--- config.mk ---
export PLATFORM = sky130hd
export DESIGN_NAME = if_id_buffer
export DESIGN_NICKNAME = d
export VERILOG_FILES = /design/src/rtl/riscv_pkg.sv /design/src/rtl/imm_sel_decode.sv /design/src/rtl/if_id_buffer.sv
export SDC_FILE = /design/constraint.sdc
export NUM_CORES = 1
export LEC_CHECK = 0
export CAP_MARGIN = 20
export CORE_MARGIN = 5
export CORE_UTILIZATION = 53
export CTS_CLUSTER_DIAMETER = 120
export DETAILED_ROUTE_END_ITERATION = 10
export HOLD_SLACK_MARGIN = 0.12
export PLACE_DENSITY = 0.93
export SLEW_MARGIN = 5
export SYNTH_ARGS = -nofsm -noshare
export SYNTH_HDL_FRONTEND = slang
export SYNTH_SLANG_ARGS = --single-unit
--- constraint.sdc ---
create_clock -name clk -period 3.8 [get_ports clk]
set_clock_uncertainty 0.05 [all_clocks]
set_input_delay 0.38 -clock clk [delete_from_list [all_inputs] [get_ports clk]]
set_output_delay 0.38 -clock clk [all_outputs]
set_load 0.03 [all_outputs]
--- src/rtl/riscv_pkg.sv ---
// Shared RV32I definitions used by the IF/ID buffer: opcodes, immediate-type
// encoding and the buffered entry layout. IFID_ILLEGAL_TRAP_EN adds an illegal flag per entry.
package riscv_pkg;

  localparam int XLEN = 32;
  localparam int PC_W = 32;

  localparam logic [6:0] OP_LOAD   = 7'b0000011;
  localparam logic [6:0] OP_IMM    = 7'b0010011;
  localparam logic [6:0] OP_JALR   = 7'b1100111;
  localparam logic [6:0] OP_STORE  = 7'b0100011;
  localparam logic [6:0] OP_BRANCH = 7'b1100011;
  localparam logic [6:0] OP_LUI    = 7'b0110111;
  localparam logic [6:0] OP_AUIPC  = 7'b0010111;
  localparam logic [6:0] OP_REG    = 7'b0110011;

  // Encoding must match the immediate extender's select input.
  typedef enum logic [1:0] {
    IMM_I  = 2'd0,
    IMM_S  = 2'd1,
    IMM_SB = 2'd2,
    IMM_U  = 2'd3
  } imm_sel_e;

  typedef struct packed {
    logic [PC_W-1:0] pc;
    logic [XLEN-1:0] instr;
    imm_sel_e        imm_sel;
    logic            has_imm;
`ifdef IFID_ILLEGAL_TRAP_EN
    logic            illegal;
`endif
  } ifid_entry_t;

endpackage

--- src/rtl/imm_sel_decode.sv ---
// Opcode pre-decode: immediate-type select and has-immediate flag.
// With IFID_ILLEGAL_TRAP_EN an illegal-opcode flag is also produced.
module imm_sel_decode
  import riscv_pkg::*;
(
  input  logic [6:0] i_opcode,
  output imm_sel_e   o_imm_sel,
  output logic       o_has_imm
`ifdef IFID_ILLEGAL_TRAP_EN
  ,
  output logic       o_illegal
`endif
);

  // NOTE: every output gets a default before the case so no path infers a latch.
  always_comb begin
    o_imm_sel = IMM_I;
    o_has_imm = 1'b1;
`ifdef IFID_ILLEGAL_TRAP_EN
    o_illegal = 1'b0;
`endif
    case (i_opcode)
      OP_LOAD, OP_IMM, OP_JALR: o_imm_sel = IMM_I;
      OP_STORE:                 o_imm_sel = IMM_S;
      OP_BRANCH:                o_imm_sel = IMM_SB;
      OP_LUI, OP_AUIPC:         o_imm_sel = IMM_U;
      OP_REG:                   o_has_imm = 1'b0;
      default: begin
        // Unknown opcodes (jal included) carry no extender immediate.
        o_has_imm = 1'b0;
`ifdef IFID_ILLEGAL_TRAP_EN
        o_illegal = 1'b1;
`endif
      end
    endcase
  end

endmodule

--- src/rtl/if_id_buffer.sv ---
// IF/ID pipeline buffer: valid/ready input, opcode pre-decode, 2-entry skid
// buffer toward decode. IFID_ILLEGAL_TRAP_EN adds the out_illegal output.
module if_id_buffer
  import riscv_pkg::*;
#(
  parameter int WIDTH    = XLEN,
  parameter int PC_WIDTH = PC_W
) (
  input  logic                clk,
  input  logic                rstN,
  input  logic                flush,
  input  logic                in_valid,
  output logic                in_ready,
  input  logic [PC_WIDTH-1:0] in_pc,
  input  logic [WIDTH-1:0]    in_instr,
  output logic                out_valid,
  input  logic                out_ready,
  output logic [PC_WIDTH-1:0] out_pc,
  output logic [WIDTH-1:0]    out_instr,
  output logic [1:0]          out_imm_sel,
  output logic                out_has_imm
`ifdef IFID_ILLEGAL_TRAP_EN
  ,
  output logic                out_illegal
`endif
);

  imm_sel_e    w_imm_sel;
  logic        w_has_imm;
  ifid_entry_t w_entry;
  logic        w_accept;
  logic        w_pop;

  ifid_entry_t r_main;
  ifid_entry_t r_skid;
  logic        r_main_valid;
  logic        r_skid_valid;

`ifdef IFID_ILLEGAL_TRAP_EN
  logic        w_illegal;
`endif

  imm_sel_decode u_imm_sel_decode (
    .i_opcode  (in_instr[6:0]),
    .o_imm_sel (w_imm_sel),
    .o_has_imm (w_has_imm)
`ifdef IFID_ILLEGAL_TRAP_EN
    ,
    .o_illegal (w_illegal)
`endif
  );

  always_comb begin
    w_entry         = '0;
    w_entry.pc      = in_pc;
    w_entry.instr   = in_instr;
    w_entry.imm_sel = w_imm_sel;
    w_entry.has_imm = w_has_imm;
`ifdef IFID_ILLEGAL_TRAP_EN
    w_entry.illegal = w_illegal;
`endif
  end

  // Ready depends only on registered state, so decode's out_ready never reaches fetch combinationally.
  assign in_ready = rstN & ~r_skid_valid;
  assign w_accept = in_valid & in_ready;
  assign w_pop    = r_main_valid & out_ready;

  // NOTE: state updates use non-blocking assignments so every register samples pre-edge values.
  // NOTE: both entries are reset (not just their valids) so outputs read zero out of reset.
  always_ff @(posedge clk) begin
    if (!rstN) begin
      r_main_valid <= 1'b0;
      r_skid_valid <= 1'b0;
      r_main       <= '0;
      r_skid       <= '0;
    end else if (flush) begin
      r_main_valid <= 1'b0;
      r_skid_valid <= 1'b0;
    end else if (!r_main_valid || w_pop) begin
      if (r_skid_valid) begin
        r_main       <= r_skid;
        r_main_valid <= 1'b1;
        r_skid_valid <= 1'b0;
      end else if (w_accept) begin
        r_main       <= w_entry;
        r_main_valid <= 1'b1;
      end else begin
        r_main_valid <= 1'b0;
      end
    end else if (w_accept) begin
      r_skid       <= w_entry;
      r_skid_valid <= 1'b1;
    end
  end

  assign out_valid   = r_main_valid;
  assign out_pc      = r_main.pc;
  assign out_instr   = r_main.instr;
  assign out_imm_sel = r_main.imm_sel;
  assign out_has_imm = r_main.has_imm;
`ifdef IFID_ILLEGAL_TRAP_EN
  assign out_illegal = r_main.illegal;
`endif

endmodule

# Word level (Yosys, flattened, before mapping)
# Index checks and enable logic that the tools add are counted.
# W data, S select, Z words.
[op_classes]
eq_ne = 7
muxes = 6
bitwise_logic = 7
n_reduce_logical = 9
[ops]
columns = ["cell", "count"]
rows = [
  ["$mux W67", 2],
  ["$eq A7 B5 Y1 const B", 2],
  ["$eq A7 B6 Y1 const B", 2],
  ["$eq A7 B7 Y1 const B", 2],
  ["$eq A7 B2 Y1 const B", 1],
  ["$reduce_or A7 Y1", 1],
  ["$pmux W2 S3", 1],
  ["$reduce_and A3 Y1", 2],
  ["$not A1 Y1", 4],
  ["$reduce_or A2 Y1", 2],
  ["$and A1 B1 Y1", 3],
  ["$mux W1", 3],
  ["$reduce_or A3 Y1", 1],
  ["$reduce_bool A2 Y1", 1],
  ["$logic_not A1 Y1", 1],
  ["$logic_or A1 B1 Y1", 1],
]
[totals]
ff_bits = 136
inputBits = 69
output_inout_bits = 69
elab_cells = 39

# Longest topological paths before layout
# Gate-level depths: netlist (run 1).
[logic_depth]
depth_word = 5
depth_mapped = 7
ltp_nobuf = 4

# Cells and area by module
# A second synthesis (run 1) with hierarchy kept.
[unflattened]
cells_unflattened = 692
area_unflattened_um2 = 6042.0
[by_module_without_submodules]
columns = ["module", "n_inst", "cells_each", "area_per_inst_um2", "seq_area_each_um2"]
rows = [
  ["if_id_buffer", 1, 679, 5950.7, 2722.6],
  ["imm_sel_decode", 1, 13, 91.3, 0.0],
]

# Worst setup path after synthesis (run 1)
# No wires, ideal clock.
[synth_timing]
path_kind = "input port to output port"
start = "in rstN"
end = "out in_ready"
arrival_ns = 1.366
required_time_ns = 3.370
path_slack_ns = 2.004
cell_stages = 3
n_path_buf = 2
path_cell_list = "clkbuf_1 clkbuf_1 nor2b_1"
[synth_via]
elab_chain_cells = 1
[synth_lines]
columns = ["item", "line_no", "source"]
rows = [
  ["from (decl)", "if_id_buffer.sv:10", "input logic rstN,"],
  ["$and A1 B1 Y1", "if_id_buffer.sv:65", "assign in_ready = rstN & ~r_skid_valid;"],
  ["to (decl)", "if_id_buffer.sv:13", "output logic in_ready,"],
]
# No other way between the ends.

# Worst setup path after layout (run 1)
[layout_timing]
start = "reg r_skid_valid"
end = "out in_ready"
[layout_via]
elab_chain_cells = 2
[layout_lines]
columns = ["item", "line_no", "source"]
rows = [
  ["from (decl)", "if_id_buffer.sv:37", "logic r_skid_valid;"],
  ["from (signal assigned)", "if_id_buffer.sv:74", "r_skid_valid <= 1'b0;"],
  ["from (signal assigned)", "if_id_buffer.sv:79", "r_skid_valid <= 1'b0;"],
  ["from (signal assigned)", "if_id_buffer.sv:84", "r_skid_valid <= 1'b0;"],
  ["$not A1 Y1", "if_id_buffer.sv:65", ""],
  ["$and A1 B1 Y1", "if_id_buffer.sv:65", ""],
]
# No other way between the ends.

==> results of run 1 <==
==> cells by family (layout without fill, tap and decap cells) <==
family,Yosys count,count (layout),synth area share
muxes,66,66,0.1152
buffers and inverters,52,174,0.04254
DFF,136,136,0.4747
and+or+nand+nor,219,219,0.1588
AOI/OAI and AO/OA,141,141,0.2088
==> power breakdown <==
| group | internal (mW) | switching, mW |
|---|---|---|
| clock network | 1.01 | 0.599 |
| registers | 1.47 | 0.0244 |
| logic | 0.186 | 0.189 |
| total | 2.66 | 0.812 |
==> layout make-up <==
cell class	instances	area [sq um]	share of cell area
timing repair buffer	143	1414	0.1841
tap	140	175.2	0.02281
sequential	136	2726	0.3549
multi-input combinational	426	2781	0.3621
clock buffer	19	431.7	0.05620
clock inverter	12	152.6	0.01987
==> worst reg2reg max path: cells and delay by family (launching register included) <==
kind / cells / cell delay, ns
AO/OA/AOI/OAI: 1 / 0.20
buffers and inverters: 1 / 0.46
AND/OR/NAND/NOR: 2 / 0.80
flip-flops: 1 / 0.78
==> sequential cells by signal, summed over array words and instances, names as in the netlist <==
signal        cells
out_has_imm       1
out_instr        32
out_imm_sel       2
r_skid_valid      1
r_skid           67
out_valid         1
out_pc           32
==> worst max path at each step <==
| stage | slack, ns | end | startpoint | depth (start not counted) |
|---|---|---|---|---|
| 6_report | 1.31 | in_ready | r_skid_valid | 2 |
| 5_1_grt | 1.18 | r_skid[9] | r_skid_valid | 4 |
| 4_1_cts | 1.30 | in_ready | r_skid_valid | 2 |
| 3_5_place_dp | 1.10 | r_skid[18] | flush | 6 |
| 3_3_place_gp | 1.18 | r_skid[22] | flush | 6 |
| 2_1_floorplan | 2.00 | in_ready | rstN | 3 |
==> stage by stage <==
| stage | cells | total power, mW |
|---|---|---|
| after floorplan | 614 | 1.711 |
| final | 876 | 3.477 |
| after global routing | 876 | 3.602 |
| after CTS | 876 | 3.506 |
| after global placement | 845 | 1.885 |
| after detailed placement | 845 | 1.898 |
==> cells in the mapped netlist (2+ instances only) <==
cell type | instances | share of area
sky130_fd_sc_hd__o211a_1 | 64 | 0.11
sky130_fd_sc_hd__o21ai_0 | 4 | 0.0035
sky130_fd_sc_hd__nand2_1 | 199 | 0.13
sky130_fd_sc_hd__nand3b_1 | 3 | 0.0039
sky130_fd_sc_hd__buf_6 | 3 | 0.0059
sky130_fd_sc_hd__clkbuf_1 | 29 | 0.019
sky130_fd_sc_hd__nor2_1 | 2 | 0.0013
sky130_fd_sc_hd__nor3b_1 | 2 | 0.0026
sky130_fd_sc_hd__a21boi_0 | 47 | 0.062
sky130_fd_sc_hd__a21boi_1 | 20 | 0.026
sky130_fd_sc_hd__mux2i_1 | 66 | 0.12
sky130_fd_sc_hd__buf_2 | 18 | 0.016
sky130_fd_sc_hd__dfxtp_1 | 136 | 0.47
sky130_fd_sc_hd__a21oi_1 | 4 | 0.0035
sky130_fd_sc_hd__nor3_1 | 2 | 0.0017
sky130_fd_sc_hd__nor2b_1 | 4 | 0.0044
==> metal layers <==
| metal | vias up | track usage |
|---|---|---|
| met4 | 0 | 0.08234 |
| met5 | - | 0 |
| met1 | 2235 | 0.2472 |
| met3 | 29 | 0.04881 |
| li1 | 2326 | - |
| met2 | 147 | 0.3790 |
==> flow_metrics.py, run 1 <==
metrics = {
    "synthesis": {
        "synthCells": 614,
        "synth_sequential_area_ratio": 0.4747,
        "ys_async_sr_fraction": 0,
        "yosysWarnings": 0,
        "synth_fp_nets": 683,
        "synth_enable_flop_cells": 0,
        "postSynth.topFlopCell": "sky130_fd_sc_hd__dfxtp_1",
        "ys_ff_latch": 136,
        "synthesis.area_per_instance_sq_um": 9.341,
        "synth.cell_area_sq_mm": 0.005736,
        "yosys.cell_types.count": 27,
    },
    "global_routing": {
        "pin_count_of_the_biggest_net_entering_global_routing": 81,
        "grt_pass1_wl_um": 22450,
        "grt_antenna_before_repair": 0,
        "grt.overflow.total": 0,
        "global_route.usage.total": 0.2129,
        "grt_pass1_vias": 4798,
    },
    "clock_tree": {
        "post-cts-setup-buffers": 0,
        "deepest_level_of_the_cts_h_tree": 4,
        "clk_path_buf_depth": 2,
        "cts_inserted_buffers": 17,
        "ctsHoldBuffers": 0,
        "clk_root_buffer_cell": "sky130_fd_sc_hd__clkbuf_8",
        "clk_latency_ns": 0.51,
        "cts_resized": 0,
        "tritoncts_num_sinks": 136,
        "cts_tree": "yes",
        "cts.clk_slew.worst_paths_ns": 0.06,
    },
    "pwr": {
        "ir_drop_uv": 303.9,
        "static-leakage-power_nw": 3.222,
        "cellPowerDensity_mw_per_mm2": 452.6,
    },
    "flow_run": {
        "cap_viol_max_count": 0,
    },
    "setup_path": {
        "worstPathRequired_ns": 3.37,
        "worstSetupStartpointType": "flop",
        "timing.reg2reg.worst_path_depth": 4,
        "ff2ff_setup_slack_ns": 1.40,
        "cpPeakStageDelay_ns": 0.78,
        "cp_capture_type": "primary output",
        "timing.critical_path.fanout_max": 42,
        "critical_path_class": "flop to primary output",
        "rr_startpoint": "r_skid_valid",
        "worst-path-buf-inv": 1,
        "cp_cell_sequence": "nor2b_1 -> clkdlybuf4s50_1",
        "path_delay_family": "flip-flops",
        "crit_arrival_ns": 2.06,
        "worst_r2r_endpoint": "r_skid[10]",
        "timing.critical_path.slowest_stage_cell": "sky130_fd_sc_hd__dfxtp_4",
    },
    "drt": {
        "met3RoutedLength_um": 781,
        "wire_per_inst_um": 15.79,
        "drt-vias-per-instance": 5.408,
        "drt_iter0_markers": 274,
        "highest-signal-layer": "met4",
        "route.layer.met1.wl_um": 5837,
        "routed_met2_length_um": 6910,
        "total_wire_length_um": 13830,
        "detailroute.via_count": 4737,
        "drtPass1Iterations": 5,
        "drtAntennaViolNets": 0,
        "detail_route.drc_violations": 0,
    },
    "floorplanning": {
        "die_width_um": 114.0,
        "core.rowCount": 38,
        "area_enclosed_by_the_die_boundary_sq_mm": 0.01300,
        "initial_core_util": 0.5338,
        "io_pins": 138,
        "dieHeight_um": 114.0,
        "coreArea_sq_mm": 0.01075,
    },
    "sta": {
        "setup_viol": 0,
        "worst_slew_pin_slew_ns": 0.7278,
        "max-slew-margin-rel": 0.5148,
        "totalNegativeSetupSlack_ns": 0,
        "finalHoldViolations": 0,
        "grt_setup_unrepaired": "no",
        "final.min_clock_period_ns": 2.495,
        "timing.final.crit_share": 0.6566,
        "fin_hold_ws_ns": 0.3339,
        "worst_slack_ns": 1.305,
        "fmax_ghz": 0.4008,
        "final_max_slew_viol_count": 0,
    },
    "place": {
        "placed_area_sq_mm": 0.007097,
        "post-place-ws_ns": 1.097,
        "dp_hpwl_um": 9199,
        "final_weighted_congestion_in_routability_driven_placement": 0.7595,
        "port_buffers": 137,
    },
    "cells_and_area": {
        "diodes": 0,
        "layout-drive-gt1-share": 0.05842,
        "post_layout_instance_area_sq_mm": 0.007681,
        "fillerInstances": 779,
        "area_added_between_synthesis_and_finish_pct": 33.92,
        "design.final.nets": 793,
        "most_common_cell_after_layout_fill_and_taps_aside": "sky130_fd_sc_hd__nand2_1",
        "final_cell_mix": "sky130_fd_sc_hd__nand2_1, sky130_fd_sc_hd__clkdlybuf4s50_1, sky130_fd_sc_hd__dfxtp_1, sky130_fd_sc_hd__mux2i_1, sky130_fd_sc_hd__o211a_1",
        "final_core_utilization": 0.7148,
    },
    "outcome": {
        "status": "complete, no violations",
    },
    "min_path": {
        "hold-path-endpoint": "out_instr[25]",
        "worst_hold_startpoint": "rstN",
        "worst_hold_class": "primary input to flop",
        "whs_path_depth": 2,
    },
}
(Power assumes the default switching activity.)
==> run 2, diff against run 1 <==
Settings changed: CORE_UTILIZATION 53 to 45, PLACE_DENSITY 0.93 to 0.84.
Clock period 3.8 ns to 2.1 ns, I/O delays scaled along.
==> flow_metrics.py, run 2 (synthesized netlist as in run 1, its figures left out) <==
metrics = {
    "drt": {
        "detail_route.drc_violations": 0,
        "drtAntennaViolNets": 0,
        "total_wire_length_um": 13570,
        "wire_per_inst_um": 14.80,
        "drt_iter0_markers": 316,
        "drt-vias-per-instance": 5.203,
        "detailroute.via_count": 4771,
        "drtPass1Iterations": 5,
    },
    "place": {
        "dpl.cell_count": 885,
        "final_weighted_congestion_in_routability_driven_placement": 0.8021,
        "port_buffers": 137,
        "dp_hpwl_um": 9211,
    },
    "clock_tree": {
        "clk_root_buffer_cell": "sky130_fd_sc_hd__clkbuf_16",
        "deepest_level_of_the_cts_h_tree": 4,
        "tritoncts_num_sinks": 136,
        "cts_inserted_buffers": 17,
        "cts.clk_slew.worst_paths_ns": 0.05,
        "cts_tree": "yes",
        "clk_path_buf_depth": 2,
        "clk_latency_ns": 0.41,
        "post-cts-setup-buffers": 0,
        "cts_resized": 0,
        "ctsHoldBuffers": 0,
    },
    "cells_and_area": {
        "most_common_cell_after_layout_fill_and_taps_aside": "sky130_fd_sc_hd__nand2_1",
        "fillerInstances": 1012,
        "top_register": "r_skid",
        "area_added_between_synthesis_and_finish_pct": 36.43,
        "final_cell_mix": "sky130_fd_sc_hd__nand2_1, sky130_fd_sc_hd__clkdlybuf4s50_1, sky130_fd_sc_hd__dfxtp_1, sky130_fd_sc_hd__mux2i_1, sky130_fd_sc_hd__o211a_1",
        "design.final.nets": 801,
        "layout-drive-gt1-share": 0.06980,
        "final_core_utilization": 0.6226,
        "diodes": 0,
        "stdcell_count": 917,
        "max_ffs_per_register": 67,
    },
    "sta": {
        "totalNegativeSetupSlack_ns": 0,
        "final_max_slew_viol_count": 0,
        "timing.final.crit_share": 0.9460,
        "fmax_ghz": 0.5034,
        "final.min_clock_period_ns": 1.987,
        "worst_slew_pin_slew_ns": 0.6256,
        "setup_viol": 0,
        "finalHoldViolations": 0,
        "max-slew-margin-rel": 0.5830,
        "grt_setup_unrepaired": "no",
    },
    "setup_path": {
        "critical_path_class": "flop to primary output",
        "path_delay_family": "buffers and inverters",
        "timing.critical_path.slowest_stage_cell": "sky130_fd_sc_hd__clkdlybuf4s50_1",
        "crit_arrival_ns": 1.73,
        "timing.critical_path.fanout_max": 19,
        "worstSetupStartpointType": "flop",
        "cp_cell_sequence": "nor2b_1 -> clkdlybuf4s50_1",
        "worstPathRequired_ns": 1.84,
        "cp_capture_type": "primary output",
        "cpPeakStageDelay_ns": 0.73,
        "worst-path-buf-inv": 1,
    },
    "global_routing": {
        "grt_antenna_before_repair": 0,
        "grt_util_met1": 0.2174,
        "grt.overflow.total": 0,
        "global_route.usage.total": 0.1811,
        "grt_pass1_vias": 4607,
        "grt_pass1_wl_um": 21770,
        "gr-usage-met2": 0.3065,
        "pin_count_of_the_biggest_net_entering_global_routing": 73,
        "grt_most_used_layer": "met2",
        "grtUsageMet3": 0.04941,
    },
    "floorplanning": {
        "area_enclosed_by_the_die_boundary_sq_mm": 0.01510,
        "io_pins": 138,
        "dieHeight_um": 122.9,
        "coreArea_sq_mm": 0.01257,
        "die_width_um": 122.9,
        "core.rowCount": 41,
        "initial_core_util": 0.4563,
    },
    "min_path": {
        "worst_hold_class": "primary input to flop",
    },
    "pwr": {
        "static-leakage-power_nw": 3.284,
        "cellPowerDensity_mw_per_mm2": 784.8,
        "ir_drop_uv": 439.9,
        "p_total_mw": 6.141,
    },
    "flow_run": {
        "cap_viol_max_count": 0,
    },
    "outcome": {
        "status": "complete, no violations",
    },
}
run 2: worst register-to-register path: stages (launching register included):
cell,delay (ns)
sky130_fd_sc_hd__dfxtp_4,0.55
sky130_fd_sc_hd__a21oi_1,0.13
sky130_fd_sc_hd__nor3_4,0.28
sky130_fd_sc_hd__buf_12,0.29
sky130_fd_sc_hd__nand2_1,0.16
sky130_fd_sc_hd__o211a_1,0.14
run 2: area by class of cell:
class	count	area, sq um	share of cell area
multi-input combinational	426	2781	0.3555
clock buffer	25	525.5	0.06716
timing repair buffer	151	1536	0.1964
clock inverter	7	40.04	0.005117
sequential	136	2726	0.3484
tap	172	215.2	0.02750
run 2: path summary, 6_finish.rpt:
path	from	endpoint	slack, ns	cells after the start
setup / recovery	r_skid_valid	in_ready	0.11	2
hold / removal	rstN	r_skid_valid	0.19	4
setup reg to reg	r_skid_valid	out_instr[31]	0.39	5
hold reg to reg	r_skid[37]	r_skid[37]	0.40	2
run 2: per-stage QoR:
| stage | cell area [sq um] | hold slack, ns | setup WS, ns |
|---|---|---|---|
| detailed placement | 7259 | 0.3970 | 0.1012 |
| finish | 7825 | 0.1854 | 0.1134 |
| global placement | 7259 | 0.3891 | 0.1654 |
| floorplan | 5736 | 0.2361 | 0.3475 |
| CTS | 7825 | 0.1670 | 0.07123 |
| global route | 7825 | 0.1853 | 0.02495 |
run 2: where the power goes:
part           switching [mW]  internal [mW]
clock network            1.03           1.72
registers              0.0432           2.66
logic                   0.347          0.347
run 2: routing by layer:
layer  vias to the layer above  wire length [um]
met2                       156              6724
met5                         -                 0
met1                      2253              5771
li1                       2340                 -
met4                         0               207
met3                        22               870
==> run 3, diff against run 2 <==
Settings changed: CELL_PAD_IN_SITES_DETAIL_PLACEMENT set to 2, CELL_PAD_IN_SITES_GLOBAL_PLACEMENT set to 2, CORE_ASPECT_RATIO set to 1.75, CORE_UTILIZATION 45 to 27.
==> flow_metrics.py, run 3 (synthesized netlist as in run 1, its figures left out) <==
metrics = {
    "outcome": {
        "status": "complete, no violations",
    },
    "clock_tree": {
        "cts_inserted_buffers": 17,
        "tritoncts_num_sinks": 136,
        "clk_root_buffer_cell": "sky130_fd_sc_hd__clkbuf_16",
        "deepest_level_of_the_cts_h_tree": 4,
        "cts.clk_slew.worst_paths_ns": 0.06,
        "clk_latency_ns": 0.42,
        "cts_resized": 0,
        "clk_path_buf_depth": 2,
        "cts_tree": "yes",
    },
    "global_routing": {
        "grt_pass1_wl_um": 28500,
        "grt_antenna_before_repair": 1,
        "global_route.usage.total": 0.1495,
        "pin_count_of_the_biggest_net_entering_global_routing": 136,
        "grt_pass1_vias": 5470,
        "grt.overflow.total": 0,
    },
    "cells_and_area": {
        "max_ffs_per_register": 67,
        "top_register": "r_skid",
        "area_added_between_synthesis_and_finish_pct": 39.86,
        "layout-drive-gt1-share": 0.06864,
        "most_common_cell_after_layout_fill_and_taps_aside": "sky130_fd_sc_hd__nand2_1",
        "final_core_utilization": 0.3832,
        "design.final.nets": 800,
        "final_cell_mix": "sky130_fd_sc_hd__nand2_1, sky130_fd_sc_hd__clkdlybuf4s50_1, sky130_fd_sc_hd__dfxtp_1, sky130_fd_sc_hd__mux2i_1, sky130_fd_sc_hd__o211a_1",
    },
    "sta": {
        "setup_viol": 0,
        "grt_setup_unrepaired": "no",
        "fmax_ghz": 0.5051,
        "finalHoldViolations": 0,
        "worst_slack_ns": 0.1203,
        "totalNegativeSetupSlack_ns": 0,
        "final.min_clock_period_ns": 1.980,
        "timing.final.crit_share": 0.9427,
        "fin_hold_ws_ns": 0.3220,
        "max-slew-margin-rel": 0.6329,
        "worst_slew_pin_slew_ns": 0.5507,
        "final_max_slew_viol_count": 0,
    },
    "drt": {
        "drtPass1Iterations": 4,
        "drt_iter0_markers": 145,
        "drt-vias-per-instance": 4.893,
        "wire_per_inst_um": 17.72,
        "detail_route.drc_violations": 0,
        "drtAntennaViolNets": 0,
        "detailroute.via_count": 4873,
        "total_wire_length_um": 17650,
    },
    "setup_path": {
        "worst-path-buf-inv": 4,
        "worstPathRequired_ns": 1.84,
        "worstSetupStartpointType": "primary input",
        "ff2ff_setup_slack_ns": 0.39,
        "crit_arrival_ns": 1.72,
        "cp_cell_sequence": "dlygate4sd3_1 -> buf_4 -> buf_12 -> nor2b_1 -> buf_4",
        "cpPeakStageDelay_ns": 0.53,
        "worst_setup_path_startpoint": "rstN",
        "timing.critical_path.fanout_max": 135,
        "worst_path_most_repeated_cell": "sky130_fd_sc_hd__buf_4",
        "cp_capture_type": "primary output",
        "timing.critical_path.slowest_stage_cell": "sky130_fd_sc_hd__dlygate4sd3_1",
        "critical_path_class": "primary input to primary output",
        "path_delay_family": "buffers and inverters",
        "rr_startpoint": "out_valid",
    },
    "floorplanning": {
        "initial_core_util": 0.2740,
        "io_pins": 138,
        "die_width_um": 120.2,
        "core.rowCount": 70,
        "coreArea_sq_mm": 0.02093,
        "dieHeight_um": 202.8,
        "area_enclosed_by_the_die_boundary_sq_mm": 0.02437,
    },
    "place": {
        "final_weighted_congestion_in_routability_driven_placement": 0.6844,
        "dp_hpwl_um": 11330,
        "post-place-ws_ns": 0.04396,
        "port_buffers": 137,
    },
    "flow_run": {
        "cap_viol_max_count": 0,
    },
    "min_path": {
        "worst_hold_class": "primary input to flop",
        "worst_hold_startpoint": "in_pc[29]",
    },
    "pwr": {
        "cellPowerDensity_mw_per_mm2": 820.0,
        "ir_drop_uv": 359.0,
        "static-leakage-power_nw": 3.317,
    },
}
==> run 3: cell types whose count changed in the layout (fill, tap and decap cells not counted), sizes merged <==
cell,previous run,this run
clkbuf,25,18
diode,0,1
bufinv,0,4
dlygate4sd3,0,1
buf,15,14
clkdlybuf4s50,136,135
clkinv,5,6
inv,0,1
==> run 3: area by class of cell <==
cell class	instances	area, sq um
antenna	1	2.502
sequential	136	2726
fill	2230	12910
clock inverter	13	177.7
clock buffer	18	439.2
tap	252	315.3
multi-input combinational	426	2781
timing repair buffer	150	1579
==> run 3: power by group <==
part / switching, mW / total [mW] / internal [mW]
clock network: 1.17 / 3.17 / 2.01
logic: 0.359 / 0.707 / 0.348
registers: 0.0430 / 2.70 / 2.66
==> run 3: tightest hold or removal path: stages <==
cell and delay (ns):
sky130_fd_sc_hd__clkdlybuf4s50_1 0.42, sky130_fd_sc_hd__nand2_1 0.07, sky130_fd_sc_hd__a21boi_1 0.05
==> run 3: through the flow <==
| stage | area (sq um) | power (mW) | std cells |
|---|---|---|---|
| 6_report | 8021 | 6.578 | 996 |
| 5_1_grt | 8021 | 6.842 | 996 |
| 4_1_cts | 8019 | 6.703 | 995 |
| 3_5_place_dp | 7392 | 3.469 | 963 |
| 3_3_place_gp | 7392 | 3.455 | 963 |
| 2_1_floorplan | 5736 | 3.096 | 614 |
==> run 3: what timing repair did <==
item | 4_1_cts | 5_1_grt
setup buffers | 0 | 0
setup endpoints to repair | 0 | 0
hold buffers | 1 | 0
hold endpoints to repair | 2 | 0
==> run 3: worst paths after layout <==
check / to / depth (start not counted)
setup / recovery: in_ready / 5
hold / removal: r_skid[64] / 3
setup reg to reg: r_skid[66] / 5
hold reg to reg: r_skid[64] / 2
==> run 3: routing by layer <==
metal / routed length [um] / global-route usage / part of all wire / vias up
li1: - / - / - / 2341
met1: 6604 / 0.1491 / 0.37 / 2428
met2: 10130 / 0.2909 / 0.57 / 88
met3: 605 / 0.03623 / 0.034 / 16
met4: 309 / 0.05858 / 0.018 / 0
met5: 0 / 0 / 0 / -
